### src/rtl/column_block_packer_if.sv
// -----------------------------------------------------------------------------
// column_block_packer_if
//   Handshake bundle between a column producer, the column_block_packer and a
//   block-wide consumer.
//   Signals:
//     in_col     COL_W       column word
//     in_sof     1           marks column 0 of a block
//     in_valid   1           in_col/in_sof valid
//     in_ready   1           packer accepts a column this cycle
//     out_block  COL_W*NCOL  packed block, column 0 in the MSBs
//     out_valid  1           out_block holds a complete block
//     out_ready  1           consumer takes out_block
//     err_resync 1           one-cycle framing error pulse
//   Modports:
//     master  producer/consumer side (drives in_* and out_ready)
//     slave   packer side
// -----------------------------------------------------------------------------
interface column_block_packer_if #(
  parameter int COL_W = 32,
  parameter int NCOL  = 4
);
  logic [COL_W-1:0]      in_col;
  logic                  in_sof;
  logic                  in_valid;
  logic                  in_ready;
  logic [COL_W*NCOL-1:0] out_block;
  logic                  out_valid;
  logic                  out_ready;
  logic                  err_resync;

  modport master (
    output in_col, in_sof, in_valid, out_ready,
    input  in_ready, out_block, out_valid, err_resync
  );

  modport slave (
    input  in_col, in_sof, in_valid, out_ready,
    output in_ready, out_block, out_valid, err_resync
  );
endinterface

### src/rtl/column_block_packer.sv
// -----------------------------------------------------------------------------
// column_block_packer
//   Collects NCOL column words (one per handshake) and packs them into a single
//   COL_W*NCOL block. Column 0 lands in the block MSBs. Partial blocks are kept
//   in a staging bank and never appear on out_block.
//   Ports:
//     clk   rising-edge clock
//     rst   asynchronous, active-low reset
//     bus   column_block_packer_if.slave (column input, block output, error)
//   Parameters:
//     COL_W        width of one column word
//     NCOL         columns per block
//     REQUIRE_SOF  1: a block must start with in_sof; 0: in_sof only resyncs
// -----------------------------------------------------------------------------
module column_block_packer #(
  parameter int COL_W       = 32,
  parameter int NCOL        = 4,
  parameter bit REQUIRE_SOF = 1'b1
) (
  input  logic                   clk,
  input  logic                   rst,
  column_block_packer_if.slave   bus
);

  localparam int CNT_W = (NCOL > 1) ? $clog2(NCOL) : 1;

  typedef enum logic {
    ST_COLLECT = 1'b0,
    ST_HOLD    = 1'b1
  } state_t;

  state_t                r_state;
  state_t                w_state_nxt;
  logic [CNT_W-1:0]      r_col_cnt;
  // Only columns 0..NCOL-2 are staged; the last column goes straight into
  // out_block on the completing handshake.
  logic [COL_W-1:0]      r_staging [NCOL-1];
  logic [COL_W*NCOL-1:0] r_out_block;
  logic                  r_out_valid;
  logic                  r_err_resync;

  logic                  w_in_ready;
  logic                  w_accept;
  logic                  w_cnt_zero;
  logic                  w_cnt_last;
  logic                  w_resync;
  logic                  w_drop;
  logic                  w_complete;
  logic [COL_W*NCOL-1:0] w_block;

  // in_ready is the only decoded output; it must read 0 while reset is held.
  assign w_in_ready = rst & (r_state == ST_COLLECT);
  assign w_accept   = bus.in_valid & w_in_ready;
  assign w_cnt_zero = (r_col_cnt == '0);
  assign w_cnt_last = (r_col_cnt == CNT_W'(NCOL - 1));
  // sof in the middle of a block restarts it with this column as column 0.
  assign w_resync   = w_accept & bus.in_sof & ~w_cnt_zero;
  // A non-sof column where a block should start is handshaken but discarded.
  assign w_drop     = w_accept & ~bus.in_sof & w_cnt_zero & REQUIRE_SOF;
  // Resync outranks completion, so a sof column never closes a block.
  assign w_complete = w_accept & w_cnt_last & ~w_resync & ~w_drop;

  // NOTE: every signal driven in an always_comb gets a default at the top, so
  // no path leaves it unassigned and no latch is inferred.
  always_comb begin
    w_state_nxt = r_state;
    unique case (r_state)
      ST_COLLECT: if (w_complete)    w_state_nxt = ST_HOLD;
      ST_HOLD:    if (bus.out_ready) w_state_nxt = ST_COLLECT;
      default:                       w_state_nxt = ST_COLLECT;
    endcase
  end

  always_comb begin
    w_block = '0;
    for (int k = 0; k < NCOL - 1; k++) begin
      w_block[(NCOL-k)*COL_W-1 -: COL_W] = r_staging[k];
    end
    w_block[COL_W-1:0] = bus.in_col;
  end

  // NOTE: sequential state is assigned with non-blocking <= only, so every
  // register samples pre-edge values regardless of statement order.
  always_ff @(posedge clk or negedge rst) begin
    if (!rst) begin
      r_state      <= ST_COLLECT;
      r_col_cnt    <= '0;
      r_out_block  <= '0;
      r_out_valid  <= 1'b0;
      r_err_resync <= 1'b0;
      // NOTE: the staging bank is a handful of flops, not a RAM, and a reset
      // must leave no trace of an abandoned block, so it is cleared here too.
      for (int k = 0; k < NCOL - 1; k++) begin
        r_staging[k] <= '0;
      end
    end else begin
      r_state      <= w_state_nxt;
      r_out_valid  <= (w_state_nxt == ST_HOLD);
      r_err_resync <= w_resync | w_drop;

      if (w_complete) begin
        r_out_block <= w_block;
      end

      if (w_resync) begin
        r_staging[0] <= bus.in_col;
        r_col_cnt    <= CNT_W'(1);
      end else if (w_accept && !w_drop) begin
        if (w_cnt_last) begin
          r_col_cnt <= '0;
        end else begin
          r_staging[r_col_cnt] <= bus.in_col;
          r_col_cnt            <= r_col_cnt + CNT_W'(1);
        end
      end
    end
  end

  assign bus.in_ready   = w_in_ready;
  assign bus.out_block  = r_out_block;
  assign bus.out_valid  = r_out_valid;
  assign bus.err_resync = r_err_resync;

endmodule

### src/flat_wrapper.sv
// flat-port wrapper written by rule: the top's interface ports become plain ports
module column_block_packer_flat 
#(
  parameter int COL_W       = 32,
  parameter int NCOL        = 4,
  parameter bit REQUIRE_SOF = 1'b1
)
  (clk, rst, bus_in_col, bus_in_sof, bus_in_valid, bus_out_ready, bus_in_ready, bus_out_block, bus_out_valid, bus_err_resync);
  column_block_packer_if #(.COL_W(COL_W), .NCOL(NCOL)) bus_i ();
  input  logic clk;
  input  logic rst;
  input wire logic [$bits(bus_i.in_col)-1:0] bus_in_col;
  input wire logic [$bits(bus_i.in_sof)-1:0] bus_in_sof;
  input wire logic [$bits(bus_i.in_valid)-1:0] bus_in_valid;
  input wire logic [$bits(bus_i.out_ready)-1:0] bus_out_ready;
  output wire logic [$bits(bus_i.in_ready)-1:0] bus_in_ready;
  output wire logic [$bits(bus_i.out_block)-1:0] bus_out_block;
  output wire logic [$bits(bus_i.out_valid)-1:0] bus_out_valid;
  output wire logic [$bits(bus_i.err_resync)-1:0] bus_err_resync;
  assign bus_i.in_col = bus_in_col;
  assign bus_i.in_sof = bus_in_sof;
  assign bus_i.in_valid = bus_in_valid;
  assign bus_i.out_ready = bus_out_ready;
  assign bus_in_ready = bus_i.in_ready;
  assign bus_out_block = bus_i.out_block;
  assign bus_out_valid = bus_i.out_valid;
  assign bus_err_resync = bus_i.err_resync;
  column_block_packer #(.COL_W(COL_W), .NCOL(NCOL), .REQUIRE_SOF(REQUIRE_SOF)) u_core (.clk(clk), .rst(rst), .bus(bus_i));
endmodule
### config.mk
export PLATFORM = sky130hd
export DESIGN_NAME = column_block_packer_flat
export DESIGN_NICKNAME = d
export VERILOG_FILES = /design/src/rtl/column_block_packer_if.sv /design/src/rtl/column_block_packer.sv /design/src/flat_wrapper.sv
export SDC_FILE = /design/constraint.sdc
export NUM_CORES = 1
export LEC_CHECK = 0
export ABC_CLOCK_PERIOD_IN_PS = 4200
export BUFFER_PORTS_ARGS = -buffer_cell sky130_fd_sc_hd__buf_2
export CAP_MARGIN = 15
export CORE_ASPECT_RATIO = 0.7
export CORE_MARGIN = 8
export CORE_UTILIZATION = 60
export DETAILED_ROUTE_END_ITERATION = 7
export PLACE_DENSITY_LB_ADDON = 0.12
export RECOVER_POWER = 50
export SETUP_SLACK_MARGIN = 0.05
export SLEW_MARGIN = 20
export SYNTH_ARGS = -nofsm -noshare
export SYNTH_HDL_FRONTEND = slang
export SYNTH_SLANG_ARGS = --single-unit
### constraint.sdc
create_clock -name clk -period 4.2 [get_ports clk]
set_input_delay 0 -clock clk [delete_from_list [all_inputs] [get_ports clk]]
set_output_delay 0 -clock clk [all_outputs]
set_load 0.01 [all_outputs]
==> out/qor.txt, run 1 <==
Status -> finished, violations left
Failing checks -> capacitance limit, slew limit
CP required -> 4.57 ns
Levels on crit path -> 6
Sw Pwr -> 2.37 mW
Tmin final -> 2.79 ns
CP max stage delay -> 0.69 ns
Fin cells -> 922
DR iter-0 viols -> 227
Power per cell area -> 738 mW/mm2
DRT Pass-1 Iters -> 4
CTS tree -> done
Slew @ Worst Pin -> 2.01 ns
Syn Std Cell Area -> 0.00910 mm2
Top post-synthesis cells by area -> dfrtp_1, mux2_4, mux2_2
Area grow syn2layout -> 19.9%
DR DRC count -> 0
Final Cell Area -> 0.0109 mm2
Die area -> 0.0194 mm2
Critical Path Source -> u_core.r_col_cnt[0]$_DFFE_PN0P_
Total Neg Setup Slack -> 0 ns
Delay-heaviest family, CP -> simple AND/OR/NAND/NOR gates
Syn avg cell area -> 18.1 um2
LEAKAGE -> 5.14 nW
Max-cap violations -> 2
Post-Route Skew -> 0.00928 ns
Post-Place Cells -> 848
Yosys cell types -> 24
WL final -> 18,400 um
Vias per cell -> 5.30
H-tree levels -> 1
Filler cell count -> 981
Hold Path Class -> in -> async
Net Sw Frac -> 29.5%
Die H -> 119 um
Worst Path Buf+Inv -> 2
Total CTS buffers -> 22
Internal power -> 5.68 mW
Fraction of layout cells with a size suffix above 1 -> 42.2%
Net count after synthesis -> 544
Post-Syn Instances -> 503
Num Clock Sinks -> 228
Post-synthesis register bit count -> 228
CTS clock-pin slew for the worst setup and hold paths -> 0.06 ns
Synth Warn # -> 0
Post-DR wirelength/cell -> 19.9 um
Max-slew violation count -> 158
Worst skew pair latency -> 0.49 ns
Placer Congestion -> 0.769
Post-CTS Repair Setup Buffers -> 0
Number of nets in the layout -> 754
Number of placement rows -> 37
Total core area -> 0.0148 mm2
Ant. Diodes -> 0
Area share of the largest cell type after synthesis -> 62.7%
Multi-input gate area -> 0.00310 mm2
Worst r2r dst -> u_core.bus.out_block[89]$_DFFE_PN0P_
# resized after CTS -> 0
Worst Setup End Kind -> register
Setup CP Type -> reg -> reg
Final Hold Vio Count -> 0
Sequential share of power -> 46.7%
Routed vias -> 4,888
R2R Path Start -> u_core.r_col_cnt[0]$_DFFE_PN0P_
Worst setup SP type -> register
Peak Freq -> 358 MHz
Crit path max-delay cell type -> and4_4
Reg2Reg Setup Slack -> 1.41 ns
Largest net degree at the start of global routing -> 85
RSZ-0062 raised after global routing -> no
Antenna violations before repair -> 0
Starting Density -> 61.6%
Reg2reg path depth -> 6
Placed Area -> 0.00998 mm2
Congestion Overflow GR -> 0
Antenna Violating Nets Remaining -> 0
Number of global-route vias before repair -> 5,513
First-pass GRT wire length -> 30,300 um
Clk root buf -> clkbuf_16
Clock power share -> 24.7%
Setup violators final -> 0
Die extent in x -> 163 um
Register area -> 0.00571 mm2
DP HPWL -> 12,000 um
Max transition margin -> -33.9%
Final period util -> 66.5%
Comb pwr share -> 28.6%
I/O Buffers -> 167
Critical Path, Cell by Cell -> inv_1 > ha_1 > xnor2_1 > and4_4 > buf_12 > mux2_2
Post-synthesis sequential area ratio -> 62.7%
CTS Hold Bufs -> 36
CP arrival -> 3.16 ns
CP Max Fanout -> 52
IO Pins -> 168
Worst vdd ir -> 0.375 mV
Worst hold margin -> 0.0842 ns
Overall Global Routing Usage -> 19.1%
Worst-case clock buffer depth -> 3
Largest area contributor in the netlist -> dfrtp_1
==> placed cells by master (no fill, tap or decap) <==
cell type,instances
dfrtp_1,228
clkbuf_1,133
mux2_2,123
mux2_4,101
dlygate4sd3_1,36
buf_2,36
clkbuf_16,23
inv_1,4
ha_1,4
clkinv_2,4
clkbuf_8,4
o21ai_0,3
nor2b_1,2
nor2_1,2
nand3_2,2
bufinv_16,2
buf_4,2
buf_12,2
clkbuf_2,2
nand3b_1,1
xnor2_1,1
and4_4,1
a21o_1,1
nor4bb_1,1
a211o_2,1
or2_2,1
maj3_1,1
and2_1,1
o2111ai_1,1
nand2_1,1
clkinvlp_4,1
clkinv_8,1
buf_8,1
==> layer usage <==
layer | part of all wire (%) | wire, um | vias up | GRT usage [%]
met1 | 46 | 8360 | 2528 | 25.8
met4 | 1.4 | 262 | 0 | 4.00
met5 | 0 | 0 | - | 0
li1 | - | - | 2210 | -
met3 | 6.4 | 1170 | 27 | 5.06
met2 | 47 | 8570 | 123 | 30.8
==> cell usage after synthesis <==
library cell,count
mux2_4,101
o2111ai_1,1
dfrtp_1,228
inv_1,4
ha_1,4
buf_2,9
a21o_1,1
nor2b_1,2
and4_4,1
nor4bb_1,1
nor2_1,2
buf_4,1
and2_1,1
a211o_1,1
nand2_1,1
buf_12,11
buf_6,2
nand3_1,2
xnor2_1,1
maj3_1,1
mux2_2,123
o21ai_0,3
nand3b_1,1
or2_2,1
==> area by class of cell <==
type                            instances  share of cell area [%]
Clock inverter                          8                   0.951
Inverter                                4                   0.138
Clock buffer                           30                    5.88
Multi-Input combinational cell        248                    28.4
Sequential cell                       228                    52.3
Tap cell                              195                    2.24
Timing Repair Buffer                  209                    10.2
==> worst max-delay path by stage <==
stage and end:
2_1_floorplan u_core.bus.out_block[0]$_DFFE_PN0P_, 3_3_place_gp u_core.bus.out_block[87]$_DFFE_PN0P_, 3_5_place_dp u_core.bus.out_block[89]$_DFFE_PN0P_, 4_1_cts u_core.bus.out_block[89]$_DFFE_PN0P_, 5_1_grt u_core.bus.out_block[48]$_DFFE_PN0P_, 6_report u_core.bus.out_block[89]$_DFFE_PN0P_
==> per-stage QoR <==
stage / utilization [%] / worst slack (ns) / power [mW]
after floorplan: - / 2.22 / 5.21
after global placement: 67.6 / 1.55 / 6.09
after detailed placement: 67.6 / 1.37 / 6.23
after CTS: 75.0 / 1.40 / 8.30
after global routing: 73.9 / 1.24 / 8.51
final: 73.9 / 1.41 / 8.06
==> kinds of logic after synthesis <==
logic type               after synthesis  synth area share, %
AO/OA/AOI/OAI                          6                0.440
multiplexers                         224                 31.9
adder cells (fa/ha/maj)                5                0.660
buffers and inverters                 27                 3.41
flip-flops                           228                 62.7
XOR/XNOR                               1               0.0963
AND/OR/NAND/NOR                       12                0.825
==> power groups by stage <==
stage	sequential [mW]	clock, mW	combinational [mW]
3_5_place_dp	3.76	0	2.47
6_report	3.77	1.99	2.30
3_3_place_gp	3.70	0	2.39
5_1_grt	3.88	2.12	2.50
4_1_cts	3.75	2.04	2.51
2_1_floorplan	3.90	0	1.31
==> worst register-to-register path, delay by kind of cell, from the launching register on <==
family | cells | cell delay [ns]
xor+xnor | 1 | 0.39
fa+ha+maj | 1 | 0.27
buf+inv | 2 | 0.49
flops | 1 | 0.41
mux | 1 | 0.42
simple gates | 1 | 0.69
==> state kept, by name, indices dropped and copies added (netlist names) <==
register	flops
u_core.bus.out_block	128
u_core.r_staging	96
u_core.r_col_cnt	2
u_core.bus.err_resync	1
u_core.r_state	1
Power figures use the tool's default switching activity.
==> run 2, diff against run 1 <==
--- a/config.mk
+++ b/config.mk
@@ -5,12 +5,12 @@
 export SDC_FILE = /design/constraint.sdc
 export NUM_CORES = 1
 export LEC_CHECK = 0
-export ABC_CLOCK_PERIOD_IN_PS = 4200
+export ABC_CLOCK_PERIOD_IN_PS = 2700
 export BUFFER_PORTS_ARGS = -buffer_cell sky130_fd_sc_hd__buf_2
 export CAP_MARGIN = 15
 export CORE_ASPECT_RATIO = 0.7
 export CORE_MARGIN = 8
-export CORE_UTILIZATION = 60
+export CORE_UTILIZATION = 55
 export DETAILED_ROUTE_END_ITERATION = 7
 export PLACE_DENSITY_LB_ADDON = 0.12
 export RECOVER_POWER = 50
==> constraint.sdc (replaced) <==
create_clock -name clk -period 2.7 [get_ports clk]
set_input_delay 0 -clock clk [delete_from_list [all_inputs] [get_ports clk]]
set_output_delay 0 -clock clk [all_outputs]
set_load 0.01 [all_outputs]
==> run 2 against run 1 <==
Net effect: the flow still finishes with violations (capacitance limit, slew limit); core utilization is 6.2 points lower; worst setup slack worse by 1.1 ns; critical path type unchanged; via count is 0.12% lower; critical path depth stayed put; clock skew is 0.0024 ns lower; clock power is 61% higher; global-route usage is 1.6 points lower; non-clock buffer count is 5 higher; register-to-register slack worse by 1.1 ns; combinational power is 55% higher.
==> out/qor.txt, run 2 (synthesis gave the netlist of run 1 again) <==
Commonest non-fill, non-tap cell in the layout -> dfrtp_1
IO Pins -> 168 (unchanged)
Worst Setup End Kind -> register
Max-slew violation count -> 155 (-1.9%)
Final period util -> 88.9% (+22 points)
I/O Buffers -> 167 (unchanged)
Overall Global Routing Usage -> 17.5% (-1.6 points)
Die H -> 124 um (+3.8%)
Worst-case clock buffer depth -> 3 (unchanged)
CP required -> 3.08 ns (-1.49 ns)
Final Hold Vio Count -> 0 (unchanged)
CTS tree -> done
Congestion Overflow GR -> 0 (unchanged)
DR DRC count -> 0 (unchanged)
# resized after CTS -> 0 (unchanged)
Setup violators final -> 0 (unchanged)
Antenna violations before repair -> 0 (unchanged)
Number of nets in the layout -> 759 (+0.66%)
DR iter-0 viols -> 218 (-4.0%)
Placer Congestion -> 0.728 (-5.3%)
Total Neg Setup Slack -> 0 ns (unchanged)
DP HPWL -> 12,000 um (+0.28%)
Worst skew pair latency -> 0.49 ns (about the same)
Max-cap violations -> 2 (unchanged)
Largest net degree at the start of global routing -> 78 (-8.2%)
Worst vdd ir -> 0.570 mV (+52%)
Die area -> 0.0210 mm2 (+8.0%)
CP arrival -> 2.78 ns (-0.38 ns)
Total core area -> 0.0162 mm2 (+10%)
Final worst slack -> 0.299 ns (-1.11 ns)
CP Max Fanout -> 50 (-3.8%)
Status -> finished, violations left
RSZ-0062 raised after global routing -> no
Vias per cell -> 5.11 (-3.7%)
Crit path max-delay cell type -> dfrtp_1
Power per cell area -> 1150 mW/mm2 (+55%)
Clk root buf -> clkbuf_16
Worst Path Buf+Inv -> 2 (unchanged)
Slew @ Worst Pin -> 1.83 ns (-0.178 ns)
Filler cell count -> 1,161 (+18%)
Critical Path, Cell by Cell -> inv_1 > ha_1 > xnor2_1 > and4_4 > buf_12 > mux2_2
Area grow syn2layout -> 20.9%
Multi-input gate area -> 0.00310 mm2 (unchanged)
Post-CTS Repair Setup Buffers -> 0 (unchanged)
Worst setup SP type -> register
Number of global-route vias before repair -> 5,377 (-2.5%)
Delay-heaviest family, CP -> flip-flops
CP max stage delay -> 0.41 ns (-0.28 ns)
Max transition margin -> -22.0% (+12 points)
Leading cell types in the layout, fill and taps excluded -> dfrtp_1, clkbuf_1, mux2_2, mux2_4
Tmin final -> 2.40 ns (-0.393 ns)
Peak Freq -> 416 MHz (+16%)
Routed vias -> 4,882 (-0.12%)
Starting Density -> 56.0% (-5.6 points)
Post-Route Skew -> 0.00690 ns (-0.00239 ns)
Total CTS buffers -> 22 (unchanged)
Total Power -> 12.6 mW (+56%)
Post-Place Cells -> 882 (+4.0%)
CTS Hold Bufs -> 37 (+2.8%)
WL final -> 18,500 um (+0.89%)
Final Core Density -> 67.7% (-6.2 points)
Ant. Diodes -> 0 (unchanged)
Fraction of layout cells with a size suffix above 1 -> 42.4% (+0.18 points)
Max reg flops -> 128 (unchanged)
CTS clock-pin slew for the worst setup and hold paths -> 0.07 ns (about the same)
First-pass GRT wire length -> 29,500 um (-2.6%)
Antenna Violating Nets Remaining -> 0 (unchanged)
Hold Path Class -> in -> reg
H-tree levels -> 1 (unchanged)
Post-DR wirelength/cell -> 19.4 um (-2.7%)
Register area -> 0.00571 mm2 (unchanged)
LEAKAGE -> 5.16 nW (+0.44%)
Place WS -> 0.306 ns (-1.07 ns)
Num Clock Sinks -> 228 (unchanged)
Die extent in x -> 170 um (+4.0%)
Fin cells -> 956 (+3.7%)
Failing checks -> capacitance limit, slew limit
Setup CP Type -> reg -> reg
Number of placement rows -> 39 (+5.4%)
DRT Pass-1 Iters -> 4 (unchanged)
## run 2: cell count changes in the layout (fill, tap and decap cells not counted), sizes merged
cell,previous run,this run
clkbuf,162,163
clkinv,5,2
dlygate4sd3,36,37
buf,41,44
clkinvlp,1,2
bufinv,2,3
## run 2: per-layer routing
metal  wire length, um  up-vias  share of wire (%)  GRT usage [%]
met5                 0        -                  0              0
met4               276        0                1.5           4.35
met1              8590     2521                 46           24.4
li1                  -     2207                  -              -
met3              1100       25                6.0           4.75
met2              8550      129                 46           27.2
## run 2: final cells by class
class	instances	share of cell area, %
clock buffer	30	5.83
inverter	4	0.136
tap	225	2.56
timing repair buffer	214	10.4
multi-input combinational	248	28.1
clock inverter	7	1.05
sequential	228	51.8
## run 2: tightest hold or removal path, stage by stage
cell and delay (ns):
dlygate4sd3_1 0.52, buf_2 0.13, mux2_4 0.14
## run 2: power breakdown
group,internal (mW),switching (mW)
combinational,2.04,1.52
clock,1.95,1.26
sequential,4.94,0.891
total,8.93,3.67
## run 2: worst paths after layout
path,from,end,slack [ns],cells past startpoint
hold / removal,bus_in_col[3],u_core.bus.out_block[3]$_DFFE_PN0P_,0.33,3
max in group asynchronous,rst,u_core.r_staging[33]$_DFFE_PN0P_,0.64,3
hold reg to reg,u_core.r_staging[12]$_DFFE_PN0P_,u_core.bus.out_block[44]$_DFFE_PN0P_,0.50,1
setup / recovery,u_core.r_col_cnt[0]$_DFFE_PN0P_,u_core.bus.out_block[98]$_DFFE_PN0P_,0.30,6
setup reg to reg,u_core.r_col_cnt[0]$_DFFE_PN0P_,u_core.bus.out_block[98]$_DFFE_PN0P_,0.30,6
min in group asynchronous,rst,u_core.r_staging[11]$_DFFE_PN0P_,0.85,3
## run 2: stage by stage
step	hold slack, ns	area [um2]
3_3_place_gp	-0.176	10100
3_5_place_dp	-0.171	10100
2_1_floorplan	-0.296	9100
6_report	0.326	11000
5_1_grt	0.329	11000
4_1_cts	0.302	11200
